### config.mk
export PLATFORM = sky130hd
export DESIGN_NAME = babbage_poly_engine
export DESIGN_NICKNAME = d
export VERILOG_FILES = /design/src/rtl/babbage_pkg.sv /design/src/rtl/babbage_diff_column.sv /design/src/rtl/babbage_poly_engine.sv
export SDC_FILE = /design/constraint.sdc
export NUM_CORES = 1
export LEC_CHECK = 0
export BUFFER_PORTS_ARGS = -buffer_cell sky130_fd_sc_hd__buf_4
export CAP_MARGIN = 10
export CORE_MARGIN = 3
export CORE_UTILIZATION = 35
export CTS_CLUSTER_DIAMETER = 60
export DETAILED_ROUTE_END_ITERATION = 10
export SYNTH_ARGS = -nofsm -noshare
export SYNTH_HDL_FRONTEND = slang
export SYNTH_SLANG_ARGS = --single-unit
### constraint.sdc
create_clock -name clk -period 2.7 [get_ports clk]
set_input_delay 0.81 -clock clk [delete_from_list [all_inputs] [get_ports clk]]
set_output_delay 0.81 -clock clk [all_outputs]
set_load 0.02 [all_outputs]
### src/rtl/babbage_pkg.sv
// ============================================================================
// Module  : babbage_pkg
// Brief   : Shared states, types and helpers for the difference engine.
// Rev     : 1.0
// ============================================================================
`default_nettype none

package babbage_pkg;

    localparam int MAX_ORDER         = 6;
    localparam int DEFAULT_OUT_WIDTH = 16;

    typedef enum logic [1:0] {
        IDLE = 2'd0,
        RUN  = 2'd1,
        DONE = 2'd2
    } state_t;

    typedef logic [DEFAULT_OUT_WIDTH-1:0] diff_t;

    // Largest evaluation point (and iteration count) reachable with a given n width.
    function automatic int max_n(input int in_width);
        return (1 << in_width) - 1;
    endfunction

endpackage

`default_nettype wire

### src/rtl/babbage_diff_column.sv
// ============================================================================
// Module  : babbage_diff_column
// Brief   : One difference register with its adder: loads an initial value,
//           or accumulates the next-higher difference on each step.
// Rev     : 1.0
// ============================================================================
`default_nettype none

module babbage_diff_column #(
    parameter int WIDTH = 16
) (
    input  logic             clk,
    input  logic             rst,
    input  logic             i_load,
    input  logic             i_step,
    input  logic [WIDTH-1:0] i_init,
    input  logic [WIDTH-1:0] i_addend,
    output logic [WIDTH-1:0] o_q,
    output logic             o_carry
);

    logic [WIDTH-1:0] r_q;
    logic [WIDTH:0]   w_sum;

    assign w_sum = {1'b0, r_q} + {1'b0, i_addend};

    always_ff @(posedge clk) begin
        if (rst) begin
            r_q <= '0;
        end else if (i_load) begin
            r_q <= i_init;
        end else if (i_step) begin
            r_q <= w_sum[WIDTH-1:0];
        end
    end

    assign o_q     = r_q;
    assign o_carry = w_sum[WIDTH];

endmodule

`default_nettype wire

### src/rtl/babbage_poly_engine.sv
// ============================================================================
// Module  : babbage_poly_engine
// Brief   : Difference engine evaluating a degree-ORDER polynomial at n using
//           additions only. Optional macro BABBAGE_STREAM_EN adds f_valid and
//           f_stream, which emit f(0)..f(n) during RUN.
// Rev     : 1.0
// ============================================================================
`default_nettype none

module babbage_poly_engine
    import babbage_pkg::*;
#(
    parameter int IN_WIDTH  = 5,
    parameter int OUT_WIDTH = 16,
    parameter int ORDER     = 2
) (
    input  logic                            clk,
    input  logic                            rst,
    input  logic                            start,
    input  logic [IN_WIDTH-1:0]             n,
    input  logic [ORDER:0][OUT_WIDTH-1:0]   d_init,
    output logic [OUT_WIDTH-1:0]            f_out,
    output logic                            done,
    output logic                            rdy,
    output logic                            ovf
`ifdef BABBAGE_STREAM_EN
    ,
    output logic                            f_valid,
    output logic [OUT_WIDTH-1:0]            f_stream
`endif
);

    state_t                r_state;
    state_t                w_state_next;
    logic [IN_WIDTH-1:0]   r_cnt;
    logic                  r_ovf_acc;
    logic [OUT_WIDTH-1:0]  r_top;
    logic [OUT_WIDTH-1:0]  w_reg [0:ORDER];
    logic [ORDER-1:0]      w_carry;
    logic                  w_load;
    logic                  w_step;

    assign w_load = rdy && start;
    assign w_step = (r_state == RUN) && (r_cnt != '0);

    // Column i adds column i+1; all columns update together from old values.
    for (genvar gi = 0; gi < ORDER; gi++) begin : g_col
        babbage_diff_column #(
            .WIDTH(OUT_WIDTH)
        ) u_col (
            .clk      (clk),
            .rst      (rst),
            .i_load   (w_load),
            .i_step   (w_step),
            .i_init   (d_init[gi]),
            .i_addend (w_reg[gi+1]),
            .o_q      (w_reg[gi]),
            .o_carry  (w_carry[gi])
        );
    end

    // Highest difference of a degree-ORDER polynomial is constant.
    always_ff @(posedge clk) begin
        if (rst) begin
            r_top <= '0;
        end else if (w_load) begin
            r_top <= d_init[ORDER];
        end
    end

    assign w_reg[ORDER] = r_top;

    always_ff @(posedge clk) begin
        if (rst) begin
            r_cnt     <= '0;
            r_ovf_acc <= 1'b0;
        end else if (w_load) begin
            r_cnt     <= n;
            r_ovf_acc <= 1'b0;
        end else if (w_step) begin
            r_cnt     <= r_cnt - 1'b1;
            r_ovf_acc <= r_ovf_acc | (|w_carry);
        end
    end

    always_ff @(posedge clk) begin
        if (rst) begin
            r_state <= IDLE;
        end else begin
            r_state <= w_state_next;
        end
    end

    always_comb begin
        w_state_next = r_state;
        rdy          = 1'b0;
        case (r_state)
            IDLE: begin
                rdy = 1'b1;
                if (start) begin
                    w_state_next = RUN;
                end
            end
            RUN: begin
                if (r_cnt == '0) begin
                    w_state_next = DONE;
                end
            end
            DONE:    w_state_next = IDLE;
            default: w_state_next = IDLE;
        endcase
    end

    // Result, flag and pulse are registered together on leaving DONE.
    always_ff @(posedge clk) begin
        if (rst) begin
            f_out <= '0;
            done  <= 1'b0;
            ovf   <= 1'b0;
        end else begin
            done <= 1'b0;
            if (r_state == DONE) begin
                done  <= 1'b1;
                f_out <= w_reg[0];
                ovf   <= r_ovf_acc;
            end
        end
    end

`ifdef BABBAGE_STREAM_EN
    assign f_valid  = (r_state == RUN);
    assign f_stream = f_valid ? w_reg[0] : '0;
`endif

endmodule

`default_nettype wire

* Word-level counts from Yosys, hierarchy flattened
Cells that the tools add are included.
Word-level totals: flip-flop bits (word level) 74, input port bits 56, output and inout bits 19, logic and storage cells 37
Cells by class: add/sub/neg operators 3, equality and inequality tests 4, multiplexer cells 11, bitwise gates (word level) 1, reductions and logical operators 9
Operators with widths (count):
- $mux W16 | 4
- $add A16 B16 Y17 | 2
- $mux W5 | 2
- $logic_not A5 Y1 | 1
- $reduce_bool A5 Y1 | 1
- $sub A5 B1 Y5 const B | 1
- $mux W2 | 2
- $pmux W2 S2 | 1
- $reduce_or A2 Y1 | 2
- $eq A2 B1 Y1 const B | 1
- $eq A2 B2 Y1 const B | 1
- $logic_and A1 B1 Y1 | 2
- $logic_not A2 Y1 | 1
- $mux W1 | 2
- $ne A2 B1 Y1 const B | 1
- $ne A2 B2 Y1 const B | 1
- $reduce_and A2 Y1 | 1
- $reduce_bool A2 Y1 | 1
- $or A1 B1 Y1 | 1

* Depth between registers and ports, before layout
depth after elaboration 4, mapped depth 9, depth with buffers taken out 9

* Modules after synthesis
A second synthesis with hierarchy kept.
Second synthesis, totals: cell total of the unflattened synthesis 582, area, all modules 4685.7 µm²
Modules (own cells, without submodules):
- babbage_diff_column | times used 2, cells each 192, area an instance 1527.7 µm², sequential area each 320.3 µm²
- babbage_poly_engine | times used 1, cells each 198, area an instance 1630.3 µm², sequential area each 840.8 µm²

* Worst setup path after synthesis
Ideal clock, no wire load.
path kind reg2reg, from reg g_col[1].u_col.r_q[0], to reg g_col[1].u_col.r_q[14], setup time 0.115 ns, arrival 2.223 ns, required time 2.585 ns, path slack 0.362 ns, stages on the path, launching flop included 10, buffers on the path 0, clock period less this slack 2.338 ns, cell sequence dfxtp_1 > ha_1 > fa_1 > a21o_1 > a221o_1 > o211ai_2 > nor2_1 > nor2_1 > xor2_1 > a2111oi_0
On the way: word-level cells in the longest chain between the ends 3
Ends and longest elaborated chain:
- start, declared | RTL line babbage_diff_column.sv:22 | logic [WIDTH-1:0] r_q;
- start signal, assigned | RTL line babbage_diff_column.sv:31 | r_q <= i_init;
- start signal, assigned | RTL line babbage_diff_column.sv:33 | r_q <= w_sum[WIDTH-1:0];
- $add A16 B16 Y17 | RTL line babbage_diff_column.sv:25 | assign w_sum = {1'b0, r_q} + {1'b0, i_addend};
- $mux W16 | RTL line babbage_diff_column.sv:32 | end else if (i_step) begin
- $mux W16 | RTL line babbage_diff_column.sv:30 | end else if (i_load) begin
No other way between the ends. The select of a mux whose other input is x is not followed. A chain may end at the register's enable or synchronous reset.

* Worst setup path after layout
from reg g_col[1].u_col.r_q[0], to reg g_col[1].u_col.r_q[12]
The elaborated chain is that of the path after synthesis.

==> metrics.md <==
| Metric | Value |
|---|---|
| Cell Rows | 40 |
| ANT nets after route | 0 |
| Root buffer cell | clkbuf_16 |
| Hold Path End | f_out[13] |
| Die Ht | 118 microns |
| P_sw | 1140 uW |
| Total Routing Usage GR | 17.0% |
| Final period utilization | between 90% and 100% |
| DR pass1 iterations | 4 |
| Worst reg2reg setup slack | approximately 0.14 ns |
| TritonCTS Buffers | 9 |
| Clock latency on the worst-skew pair | ~0.33 ns |
| Yosys reg bits | between 70 and 80 |
| Critical Path RT | 2.94 ns |
| Synth cell count leaders | 100 x nand2_1, 74 x dfxtp_1, 71 x a21oi_1, 64 x nor2_1, 34 x ha_1 |
| Largest cells by area after synthesis | dfxtp_1 34%, ha_1 9.7%, nand2_1 8.6% |
| Outcome | finished, final reports clean |
| Fin area | 5410 sq um |
| Synth Net Count | 658 |
| Largest net degree at the start of global routing | 65 |
| Number of global-route vias before repair | slightly above 4,000 |
| Worst Skew | 0.00568 ns |
| Fmax | 391 MHz |
| Avg Cell Area, Syn | 7.75 sq um |
| Top FF cell, synth | dfxtp_1 |
| Dpl ws | 0.0678 ns |
| Number of synthesized flops with an enable pin | 0 |
| Worst slew pin tran | 0.644 ns |
| P_leak | 0.00232 uW |
| Hold Crit Start | f_out[13] |
| CP max FO | 3 |
| # clock sinks | between 70 and 80 |
| Worst flop-to-flop path endpoint | g_col[1].u_col.o_q[12] |
| Reg2reg path depth | 9 |
| Crit end category | flip-flop |
| Remaining DRCs | 0 |
| Final Slew Violations | 0 |
| Global route overflow | 0 |
| Clock slew at reported path FFs | 0.06 ns |
| RSZ-0062 raised after global routing | no |
| Port bufs | 74 |
| Final Hold Vio Count | 0 |
| Synth-to-layout area growth | 23.4% |
| Cells on Worst Hold Path | 2 |
| Post-synthesis cell type count | slightly below 60 |
| Hold_buf cts | 0 |
| Sequential-to-total area share from yosys stat | 33.8% |
| Vias per std cell | 5.22 |
| Register area | about 1500 sq um |
| RR Startpoint | g_col[1].u_col.o_q[0] |
| Synth Instances | around 570 |
| Final wirelength | 11,700 microns |
| I/O pins | 75 |
| Multi-input gate area | approximately 2800 sq um |
| Fraction of registers with async set/reset | 0% |
| Critical Path Start Type | flip-flop |
| Detailed Route Iter0 Violations | ~190 |
| Wire per inst | 14.7 microns |
| Via count | 4,152 |
| Ys Warns | 0 |
| Final Worst Setup Slack | 0.142 ns |
| Power per cell area | 662 nW/um^2 |
| Clk buf depth | 2 |
| CTS tree | done |
| H-tree Lvls | 3 |
| Mapped cell area | 4380 sq um |
| Clock share of power | 35.1% |
| Critical path arrival | 2.79 ns |
| Routability cong. | between 0.8 and 0.9 |
| Area after DPL | 5090 sq um |
| Top cell type's share of synthesized area | around 34% |
| Reg power frac | a little under two fifths |
| Die area | 13,900 sq um |
| DP Wirelength | 8540 microns |
| Initial core utilization | 36.2% |
| Core ar. | approximately 12,000 sq um |
| Final core utilization | about 45% |
| Net count, final | 715 |
| Fill count | 1,244 |
| Synth area leader | dfxtp_1 |
| Initial antenna violation count | 0 |
| Setup Viol. Count Final | 0 |
| First-pass GRT wire length | 19,700 microns |
| Share of layout cells above drive strength 1 | 16.6% |
| Comb power frac | 28.3% |
| Diode count | 0 |
| Critical path class | reg -> reg |
| Die X-Extent | 118 microns |
| Hold Crit Class | reg -> reg |
| Crit path time final | 2.56 ns |
| Fin Setup TNS | 0 ns |
| VDD IR-drop max | between 0.2 and 0.25 mV |
| Pint | roughly 2400 uW |
| Switching Fraction | 31.8% |
| Number of max-cap violations | 0 |
| Worst slew margin | 57.0% |
| Most common cell in the netlist | nand2_1 |
## cell usage in the layout, fill, tap and decap left out, types with 2 or more instances in the layout
master / count
a2111oi_0: 5
a2111oi_2: 2
a211oi_1: 13
a21o_1: 15
a21oi_1: 71
a311oi_1: 8
a31oi_1: 6
and2_1: 2
and3_1: 3
buf_4: 81
clkbuf_1: 2
clkbuf_16: 9
clkbuf_8: 4
dfxtp_1: 74
fa_1: 2
ha_1: 34
inv_1: 5
mux2i_1: 3
nand2_1: 99
nand2b_1: 4
nand3_1: 10
nand3b_1: 2
nand4_1: 4
nor2_1: 64
nor2b_1: 4
nor3_1: 15
nor4_1: 5
o211ai_1: 5
o21a_1: 2
o21ai_0: 15
o21ai_1: 7
o21bai_1: 2
o22ai_1: 2
or3_1: 3
xnor2_1: 6
xor2_1: 14
## power groups by stage
stage                     clock network (uW)  logic, uW  registers (uW)
after detailed placement                   0       1000            1340
after floorplan                            0        746            1300
after CTS                               1280       1010            1310
after global routing                    1330       1140            1330
after global placement                     0        980            1330
final                                   1260       1010            1310
## what timing repair did
action / CTS / global route
setup buffers: 0 / 0
gates resized for setup: 0 / 2
endpoints found under the hold margin: 0 / 0
endpoints found under the setup margin: 0 / 2
## kinds of logic after synthesis
| logic type | share of synthesized area, % |
|---|---|
| flip-flops | 33.8 |
| XOR/XNOR | 4.00 |
| buffers and inverters | 3.60 |
| multiplexers | 0.942 |
| AND/OR/NAND/NOR | 22.0 |
| adder cells (fa/ha/maj) | 10.6 |
| AO/OA/AOI/OAI | 25.1 |
## layer usage
metal / vias to the layer above / global-route usage [%] / wire [microns]
li1: 2158 / - / -
met1: 1884 / 24.2 / 5920
met5: - / 0 / 0
met3: 13 / 2.35 / 476
met2: 97 / 26.1 / 5180
met4: 0 / 6.15 / 151
## cell type report
cell class | count | share of cell area [%]
multi-input combinational | 451 | 50.9
sequential | 74 | 27.4
timing repair buffer | 82 | 11.6
clock buffer | 15 | 5.32
tap | 168 | 3.89
clock inverter | 1 | 0.555
inverter | 5 | 0.347
## stage by stage
step	total power (uW)	instances	hold slack, ns
after global routing	3800	796	0.477
after floorplan	2050	566	0.440
after global placement	2310	780	0.448
after detailed placement	2340	780	0.449
final	3580	796	0.452
after CTS	3600	796	0.456
## worst max-delay path: stages, from the launching register on
cell,delay (ns)
dfxtp_1,0.33
ha_1,0.25
fa_1,0.41
a21o_1,0.22
a221o_1,0.37
o211ai_2,0.23
and2b_1,0.21
mux2i_1,0.20
a31oi_1,0.09
nor4_1,0.16
## state kept, by name, indices dropped and copies added, names as in the netlist
signal	count
done	1
r_top	16
r_ovf_acc	1
g_col.u_col.o_q	32
r_cnt	5
r_state	2
ovf	1
f_out	16
## worst max-delay path by stage
stage / from / end
after detailed placement: g_col[1].u_col.o_q[0] / g_col[1].u_col.o_q[14]
final: g_col[1].u_col.o_q[0] / g_col[1].u_col.o_q[12]
after floorplan: g_col[1].u_col.o_q[0] / g_col[1].u_col.o_q[14]
after CTS: g_col[1].u_col.o_q[0] / g_col[1].u_col.o_q[14]
after global routing: g_col[1].u_col.o_q[0] / g_col[1].u_col.o_q[14]
after global placement: g_col[1].u_col.o_q[0] / g_col[1].u_col.o_q[14]
Note: power is estimated with default switching activity, not from simulation.
